## src/rtl/alarm_timer_ctrl.sv

```systemverilog
// Interval timer and time-parameter store for the anti-theft alarm FSM.
// Optional display output remaining_s is enabled by defining TIMER_REMAINING_EN.
module alarm_timer_ctrl #(
  parameter int unsigned CLK_HZ      = 50000000,
  parameter logic [3:0]  T_ARM_DEF   = 4'd6,
  parameter logic [3:0]  T_DRV_DEF   = 4'd8,
  parameter logic [3:0]  T_PAS_DEF   = 4'd15,
  parameter logic [3:0]  T_ALARM_DEF = 4'd10
) (
  input  logic       clock,
  input  logic       reset,
  input  logic       start_timer,
  input  logic [1:0] interval,
  input  logic       reprogram,
  input  logic [1:0] time_param_sel,
  input  logic [3:0] time_value,
  output logic       expired,
  output logic       one_hz_enable,
  output logic       busy
`ifdef TIMER_REMAINING_EN
  ,
  output logic [3:0] remaining_s
`endif
);

  localparam logic [31:0] TERM = 32'(CLK_HZ - 1);

  typedef enum logic [1:0] {IDLE, LOAD, COUNT, EXPIRE} state_t;

  state_t      state, state_next;
  logic [3:0]  params [4];
  logic [1:0]  interval_q;
  logic [3:0]  remaining, remaining_next;
  logic [31:0] count, count_next;

  // Divider: a start realigns the second boundary to the start cycle.
  always_comb begin
    count_next = count + 32'd1;
    if (start_timer || count == TERM)
      count_next = 32'd0;
  end

  always_comb begin
    state_next     = state;
    remaining_next = remaining;
    case (state)
      IDLE: begin
        if (start_timer)
          state_next = LOAD;
      end
      LOAD: begin
        remaining_next = (params[interval_q] == 4'd0) ? 4'd1 : params[interval_q];
        state_next     = start_timer ? LOAD : COUNT;
      end
      COUNT: begin
        if (start_timer) begin
          state_next = LOAD;
        end else if (one_hz_enable) begin
          if (remaining <= 4'd1) begin
            state_next     = EXPIRE;
            remaining_next = 4'd0;
          end else begin
            remaining_next = remaining - 4'd1;
          end
        end
      end
      EXPIRE: begin
        state_next = start_timer ? LOAD : IDLE;
      end
      default: state_next = IDLE;
    endcase
  end

  // Outputs are registered from the next-state decode so they align with state.
  always_ff @(posedge clock) begin
    if (reset) begin
      state         <= IDLE;
      count         <= 32'd0;
      remaining     <= 4'd0;
      one_hz_enable <= 1'b0;
      expired       <= 1'b0;
      busy          <= 1'b0;
      params[0]     <= T_ARM_DEF;
      params[1]     <= T_DRV_DEF;
      params[2]     <= T_PAS_DEF;
      params[3]     <= T_ALARM_DEF;
    end else begin
      state         <= state_next;
      count         <= count_next;
      remaining     <= remaining_next;
      one_hz_enable <= (count_next == TERM);
      expired       <= (state_next == EXPIRE);
      busy          <= (state_next == LOAD) || (state_next == COUNT);
      if (reprogram)
        params[time_param_sel] <= time_value;
    end
  end

  always_ff @(posedge clock) begin
    if (start_timer)
      interval_q <= interval;
  end

`ifdef TIMER_REMAINING_EN
  // remaining is cleared on entry to EXPIRE and by reset, so it reads 0 when idle.
  assign remaining_s = remaining;
`endif

endmodule

```

## config.mk

```make
export PLATFORM = sky130hd
export DESIGN_NAME = alarm_timer_ctrl
export DESIGN_NICKNAME = d
export VERILOG_FILES = /design/src/rtl/alarm_timer_ctrl.sv
export SDC_FILE = /design/constraint.sdc
export NUM_CORES = 1
export LEC_CHECK = 0
export BUFFER_PORTS_ARGS = -buffer_cell sky130_fd_sc_hd__buf_4
export CORE_MARGIN = 3
export CORE_UTILIZATION = 50
export CTS_BUF_LIST = sky130_fd_sc_hd__clkbuf_2 sky130_fd_sc_hd__clkbuf_4 sky130_fd_sc_hd__clkbuf_8
export DETAILED_ROUTE_END_ITERATION = 10
export GPL_TIMING_DRIVEN = 0
export HOLD_SLACK_MARGIN = 0.1
export PLACE_DENSITY_LB_ADDON = 0.05
export SYNTH_ARGS = -nofsm -noshare
export SYNTH_HDL_FRONTEND = slang
export SYNTH_SLANG_ARGS = --single-unit
```

## constraint.sdc

```tcl
create_clock -name clock -period 7.8 [get_ports clock]
set_input_delay 1.17 -clock clock [delete_from_list [all_inputs] [get_ports clock]]
set_output_delay 1.17 -clock clock [all_outputs]
set_load 0.05 [all_outputs]
```

Word-level counts from Yosys, hierarchy flattened. Memories as Yosys holds them, arrays and structs flattened. A register that Yosys moved wholly into a read port is not among the register bits. Index checks and enable logic that the tools add are counted.

Add/sub/neg operators: 2. Order comparisons: 1. Equal/unequal tests: 10. Mux-type cells: 22. Reductions and logical operators: 7.

Operators with widths (number): $eq A32 B26 Y1 const B (2); $add A32 B1 Y32 const B (1); $mux W32 (1); $mux W4 (5); $mux W2 (7); $eq A2 B2 Y1 const B (4); $pmux W2 S4 (1); $pmux W4 S2 (1); $mux W1 (7); $eq A2 B1 Y1 const B (2); $le A4 B1 Y1 const B (1); $logic_not A4 Y1 (1); $ne A2 B2 Y1 const B (2); $reduce_or A4 Y1 (1); $sub A4 B1 Y4 const B (1); $reduce_and A3 Y1 (1); $logic_not A2 Y1 (1); $logic_or A1 B1 Y1 (2); $reduce_bool A2 Y1 (1).

Flip-flop bits (word level): 43. Memory bits (writable): 16. Logic and storage cells: 50. Memories kept: 1.

Memories: params (words 4, bits a word 4, rd ports 1, clocked after Yosys merged registers in 1, wr ports 4, line 31) `logic [3:0] params [4];`.

Logic depth before layout (Yosys ltp). Gate-level depths: netlist (run 1).

Depth after elaboration: 7. Gate-level depth with buffers: 8. Mapped depth without buffers: 7.

Least setup slack after synthesis (run 1). OpenSTA, ideal clock, no wires.

Path kind: input to register. Start point: input start_timer. End point: register one_hz_enable. Data arrival time: 2439 ps. Data required time: 7712 ps. Slack: 5273 ps. Stages on the path: 5. Path buffers: 0. Cell sequence: or2_2 a41o_1 o21bai_1 or4_4 nor4_2.

Cells in the longest elaborated chain, start to end: 3.

Ends and longest elaborated chain: start, declared (line 12) `input logic start_timer,`; $logic_or A1 B1 Y1 (line 39) `if (start_timer || count == TERM)`; $mux W32 (line 39); $eq A32 B26 Y1 (line 91) `one_hz_enable <= (count_next == TERM);`; end signal, assigned (line 91); end, declared (line 18) `output logic one_hz_enable,`.

No other way between the ends. A chain may end at the register's enable or synchronous reset.

Worst setup path after layout (run 1).
Start point: register count[13]. End point: register one_hz_enable.

Cells in the longest elaborated chain, start to end: 4.

Ends and longest elaborated chain: start, declared (line 34) `logic [31:0] count, count_next;`; start signal, assigned (line 89) `count <= count_next;`; branches (longest 2 deep; another with $add A32 B1 Y32); $mux W32 (*) (line 39); $eq A32 B26 Y1 (*) (line 91).

Mark *: on every way between the ends.

==> flow_metrics.py, run 1 <==
metrics = {
    "clock_network": {
        "h-tree-depth": 3,
        "cts_buffers": 9,
        "clock_path_buffers": 2,
        "ctsHoldBuffers": 0,
        "cts-resized-gates": 0,
        "clock_latency_ns": 0.35,
        "clkTransAtPathRegs_ns": 0.07,
        "post-cts-setup-buffers": 0,
        "root_buffer": "clkbuf_8",
        "clock-sinks": 61,
        "cts_tree": "built",
    },
    "die": {
        "dieArea_mm2": 0.00704,
        "die_x_um": 83.9,
        "fp.coreArea_mm2": 0.00568,
        "num_rows": 27,
        "initial_core_util_pct": 53.5,
        "pin_count": 15,
        "die_h_um": 83.9,
    },
    "placed_design": {
        "port_buffers": 14,
        "dp_hpwl_um": 4550,
        "place.gp.congestion": 0.886,
    },
    "timing": {
        "fin_setup_tns_ns": 0,
        "drv_slew": 0,
        "setup_viol": 0,
        "skew_ns": 0.0119,
        "rsz0062_at_grt": "false",
        "tightestPinTransition_ns": 0.958,
        "fmax_mhz": 336,
        "slew_headroom_pct": 35.6,
        "period_minus_slack_ns": 2.98,
        "hold_viol": 0,
        "fin_crit_sh_pct": 38.2,
    },
    "worst_hold_path": {
        "min_from": "count[0]",
        "min_path_cells": 1,
        "hold_class": "reg2reg",
    },
    "global_route": {
        "grt_overflow": 0,
        "grt_pass1_wl_um": 10700,
        "grt_pass1_vias": 2221,
        "grt_max_degree": 13,
        "grt_antenna_before_repair": 0,
        "grt_usage_pct": 19.2,
    },
    "logic_synthesis": {
        "syn_nets": 329,
        "synth_top_area_share_pct": 28.3,
        "synth_edf_count": 18,
        "ys_top_cells_by_area": "dfxtp_1 (28%), edfxtp_1 (18%), nor2_1 (5.3%)",
        "synth_ff_type": "dfxtp_1",
        "postSynth.asyncResetShare_pct": 0,
        "syn_inst": 313,
        "avgSynthCellArea_um2": 9.70,
        "ys_types": 53,
        "ys_ff_latch": 61,
        "yosys_warnings": 0,
        "yosysTopAreaCell": "dfxtp_1",
        "ys_seq_area_share_pct": 46.1,
        "syn_area_mm2": 0.00304,
    },
    "setup_path": {
        "endpoint": "one_hz_enable",
        "rr_worst_depth": 7,
        "critical_path_required_ns": 8.06,
        "crit_family": "simple AND/OR/NAND/NOR gates",
        "end_kind": "flip-flop",
        "crit_cells": 7,
        "start_kind": "flip-flop",
        "setup.worst_path.start": "count[13]",
        "crit_chain": "clkbuf_1 > nand4_1 > nor4_1 > nand3_1 > o21ai_0 > or4b_1 > nor4_2",
        "crit_buf_inv": 1,
        "crit_slowest_cell": "nor4_1",
        "r2r-end": "one_hz_enable",
        "critPathMaxFanout": 8,
        "r2r_setup_slack_ns": 4.82,
        "critPathKind": "reg2reg",
        "cp.arrival_ns": 3.23,
        "cpPeakStageDelay_ns": 0.68,
        "reg2reg_from": "count[13]",
    },
    "detailed_routing": {
        "vias": 2391,
        "wl_per_cell_um": 15.4,
        "drc": 0,
        "via_per_inst": 5.76,
        "drt-total-wl_um": 6370,
        "final_antenna_net_count": 0,
        "drt_pass1_iterations": 4,
        "drt_iter0_drc": 158,
    },
    "cells_and_area": {
        "fill_cells": 512,
        "nets": 354,
        "diodes": 0,
        "drive_gt1_share_pct": 16.6,
        "area_growth_pct": 13.7,
        "regArea_mm2": 0.00140,
        "utilization_pct": 60.8,
        "multi_input_area_mm2": 0.00155,
        "mostFrequentLayoutCells": "nor2_1 (43), dfxtp_1 (43), nand2_1 (20)",
    },
    "outcome": {
        "status": "finished, final reports clean",
    },
    "pwr": {
        "clkPwrFrac_pct": 44.8,
        "ir_drop_v": 0.000104,
        "pwr_density_cell_mw_per_mm2": 203,
        "p_comb_share_pct": 6.2,
        "p_seq_share_pct": 49.0,
        "netSwitchingPower_mw": 0.162,
        "power_leakage_nw": 1.15,
        "switching_share_pct": 23.1,
        "internal_power_mw": 0.539,
    },
    "flow_run": {
        "cap_violations": 0,
    },
}
[flip-flops by register name (all words and copies together), names as in the netlist, named ones only]
| name | cells |
|---|---|
| busy | 1 |
| interval_q | 2 |
| expired | 1 |
| count | 32 |
| one_hz_enable | 1 |
| params | 16 |
| remaining | 4 |
| state | 2 |
[worst min-delay path by stage]
stage	end	slack, ns
finish	count[0]	0.47
floorplan	count[0]	0.44
global placement	count[0]	0.45
detailed placement	count[0]	0.46
global route	count[0]	0.50
CTS	count[0]	0.48
[kinds of logic after synthesis]
logic type	Yosys count	synth area share, %
and+or+nand+nor	158	29.2
DFF	61	46.1
AOI/OAI and AO/OA	38	8.74
xor gates and xnor gates	27	7.79
buffers and inverters	19	2.76
muxes	6	3.71
adders and majority gates	4	1.65
[Yosys cell counts (all sizes together) (4+ instances only)]
cell type,instances
dfxtp,43
nor2,43
nand2,20
edfxtp,18
xnor2,14
nand2b,13
xor2,13
nand3,11
nor3,11
nand4,9
nor4,9
clkbuf,8
a21oi,7
and2,7
nor2b,7
o21ai,7
and4,6
inv,6
or2,6
buf,5
nor3b,5
ha,4
mux4,4
[area by class of cell]
class                      instances  share of cell area (%)
tap                               72                    2.61
sequential                        61                    40.6
inverter                           6                   0.652
buffer                            13                    1.78
clock inverter                     7                    2.83
clock buffer                       9                    3.59
multi-input combinational        233                    44.9
timing repair buffer              14                    3.04
[worst register-to-register path: cells and delay by family, from the launching register on]
kind / cells / cell delay, ns
DFF: 1 / 0.31
and+or+nand+nor: 5 / 1.98
AOI/OAI and AO/OA: 1 / 0.34
buffers and inverters: 1 / 0.27
[metal layers]
metal	global-route usage, %	up-vias	wire (um)
li1	-	1176	-
met1	27.0	1136	3200
met2	28.1	66	2730
met3	4.34	13	298
met4	8.92	0	145
met5	0	-	0
[power groups by stage]
stage | logic, mW | clock network (mW) | registers [mW]
after floorplan | 0.0280 | 0 | 0.351
after global placement | 0.0429 | 0 | 0.351
after detailed placement | 0.0434 | 0 | 0.351
after CTS | 0.0438 | 0.319 | 0.344
after global routing | 0.0490 | 0.336 | 0.345
final | 0.0434 | 0.314 | 0.344
[through the flow]
step	cells	power, mW	setup slack (ns)	instance area [um2]	hold WS, ns
final	415	0.701	4.82	3450	0.471
after CTS	415	0.707	4.81	3450	0.481
after global placement	399	0.394	4.77	3230	0.454
after detailed placement	399	0.394	4.82	3230	0.460
after global routing	415	0.730	4.60	3450	0.495
after floorplan	313	0.379	5.27	3040	0.437
No activity file was read; power rests on OpenSTA's default activity.
==> run 2, diff against run 1 <==
==> constraint.sdc (replaced) <==
create_clock -name clock -period 2.7 [get_ports clock]
set_input_delay 0.405 -clock clock [delete_from_list [all_inputs] [get_ports clock]]
set_output_delay 0.405 -clock clock [all_outputs]
set_load 0.05 [all_outputs]
==> run 2 against run 1 <==
  * Sequential cell count is the same
  * Core utilization grew 1.8 points
  * Non-clock buffer count grew 5
  * First-iteration DRC count grew 1.9%
  * Routed wire length grew 2.1%
  * Die area is the same
  * Sequential power grew to 2.9 times the previous value
  * Global-route usage grew 0.12 points
  * Hold slack lost 0.22 ns
  * Critical path type unchanged
  * Clock power grew to 2.9 times the previous value
  * Clock skew grew 0.00081 ns
==> flow_metrics.py, run 2 (synthesis gave the netlist of run 1 again) <==
metrics = {
    "outcome": {
        "status": "finished, final reports clean",
    },
    "cells_and_area": {
        "diodes": 0,
        "area_growth_pct": 17.1,
        "top_register": "count",
        "largest_register_ffs": 32,
        "nets": 359,
        "mostFrequentLayoutCells": "nor2_1 (43), dfxtp_1 (41), buf_4 (21)",
        "drive_gt1_share_pct": 19.8,
        "reg_top3": "count x32, params x16, remaining x4",
        "final_common_cell": "nor2_1",
    },
    "die": {
        "pin_count": 15,
        "die_x_um": 83.9,
        "die_h_um": 83.9,
        "dieArea_mm2": 0.00704,
        "initial_core_util_pct": 53.5,
        "fp.coreArea_mm2": 0.00568,
        "num_rows": 27,
    },
    "flow_run": {
        "cap_violations": 0,
    },
    "detailed_routing": {
        "final_antenna_net_count": 0,
        "vias": 2391,
        "drt_pass1_iterations": 4,
        "drt_iter0_drc": 161,
        "via_per_inst": 5.69,
        "drt-total-wl_um": 6510,
        "wl_per_cell_um": 15.5,
        "drc": 0,
    },
    "pwr": {
        "power_leakage_nw": 1.23,
        "pwr_density_cell_mw_per_mm2": 569,
        "ir_drop_v": 0.000301,
    },
    "setup_path": {
        "critical_path_required_ns": 2.95,
        "crit_family": "simple AND/OR/NAND/NOR gates",
        "cp.arrival_ns": 2.87,
        "critPathMaxFanout": 9,
        "crit_buf_inv": 1,
        "cpPeakStageDelay_ns": 0.54,
        "critPathKind": "reg2reg",
        "start_kind": "flip-flop",
        "crit_chain": "nand3_4 > or4_4 > buf_6 > or3_1 > a22o_1 > or4_4 > nor4_2",
        "crit_slowest_cell": "or4_4",
        "crit_top_cell": "or4_4",
        "end_kind": "flip-flop",
    },
    "clock_network": {
        "h-tree-depth": 3,
        "root_buffer": "clkbuf_8",
        "ctsHoldBuffers": 0,
        "cts_buffers": 9,
        "clkTransAtPathRegs_ns": 0.08,
        "clock-sinks": 61,
        "clock_latency_ns": 0.34,
        "clock_path_buffers": 2,
        "cts_tree": "built",
    },
    "timing": {
        "hold_viol": 0,
        "fmax_mhz": 381,
        "hold_slack_ns": 0.246,
        "worst_slack_ns": 0.0780,
        "skew_ns": 0.0127,
        "tightestPinTransition_ns": 0.691,
        "fin_crit_sh_pct": 97.1,
        "period_minus_slack_ns": 2.62,
        "drv_slew": 0,
        "slew_headroom_pct": 53.5,
        "setup_viol": 0,
    },
    "worst_hold_path": {
        "hold_class": "in2reg",
    },
    "global_route": {
        "grt_usage_pct": 19.4,
        "grt_antenna_before_repair": 0,
        "grt_max_degree": 13,
        "grt_pass1_wl_um": 10800,
        "grt_pass1_vias": 2225,
        "grt_overflow": 0,
    },
    "placed_design": {
        "place_ws_ns": -0.282,
        "dp_hpwl_um": 4550,
        "port_buffers": 14,
        "place.gp.congestion": 0.886,
    },
}
==> run 2: final cells by class <==
type,instances,area (um2)
tap,72,90.1
timing repair buffer,20,150
clock buffer,9,124
inverter,6,22.5
buffer,12,62.6
sequential,61,1400
fill,504,2120
multi-input combinational,233,1610
clock inverter,7,97.6
==> run 2: per-stage QoR <==
step / util [%] / area, um2 / TNS, ns / total power, mW / std cells
2_1_floorplan: - / 3040 / 0 / 1.09 / 313
4_1_cts: 61.6 / 3500 / 0 / 2.04 / 416
3_5_place_dp: 56.9 / 3230 / -0.282 / 1.14 / 399
3_3_place_gp: 56.9 / 3230 / -0.329 / 1.14 / 399
6_report: 62.7 / 3560 / 0 / 2.02 / 420
5_1_grt: 62.7 / 3560 / -0.0105 / 2.11 / 420
==> run 2: final timing paths <==
path | slack [ns] | cells after the start | start | end
max | 0.08 | 7 | count[2] | one_hz_enable
min | 0.25 | 1 | interval[0] | interval_q[0]
max reg2reg | 0.08 | 7 | count[2] | one_hz_enable
min reg2reg | 0.47 | 1 | interval_q[1] | flip-flop
==> run 2: report_power, final <==
part / switching (mW) / internal, mW
clock network: 0.382 / 0.522
registers: 0.0186 / 0.975
logic: 0.0656 / 0.0602
==> run 2: timing repair <==
action	4_1_cts	5_1_grt
buffers inserted	1	5
pin swaps	3	2
resized for setup	5	9
setup endpoints to repair	1	1
==> run 2: metal layers <==
metal / wire length, um / part of all wire (%) / up-vias / GRT usage (%)
met3: 294 / 4.5 / 12 / 3.95
met5: 0 / 0 / - / 0
li1: - / - / 1186 / -
met4: 132 / 2.0 / 0 / 8.92
met1: 3240 / 50 / 1139 / 27.4
met2: 2840 / 44 / 54 / 28.4
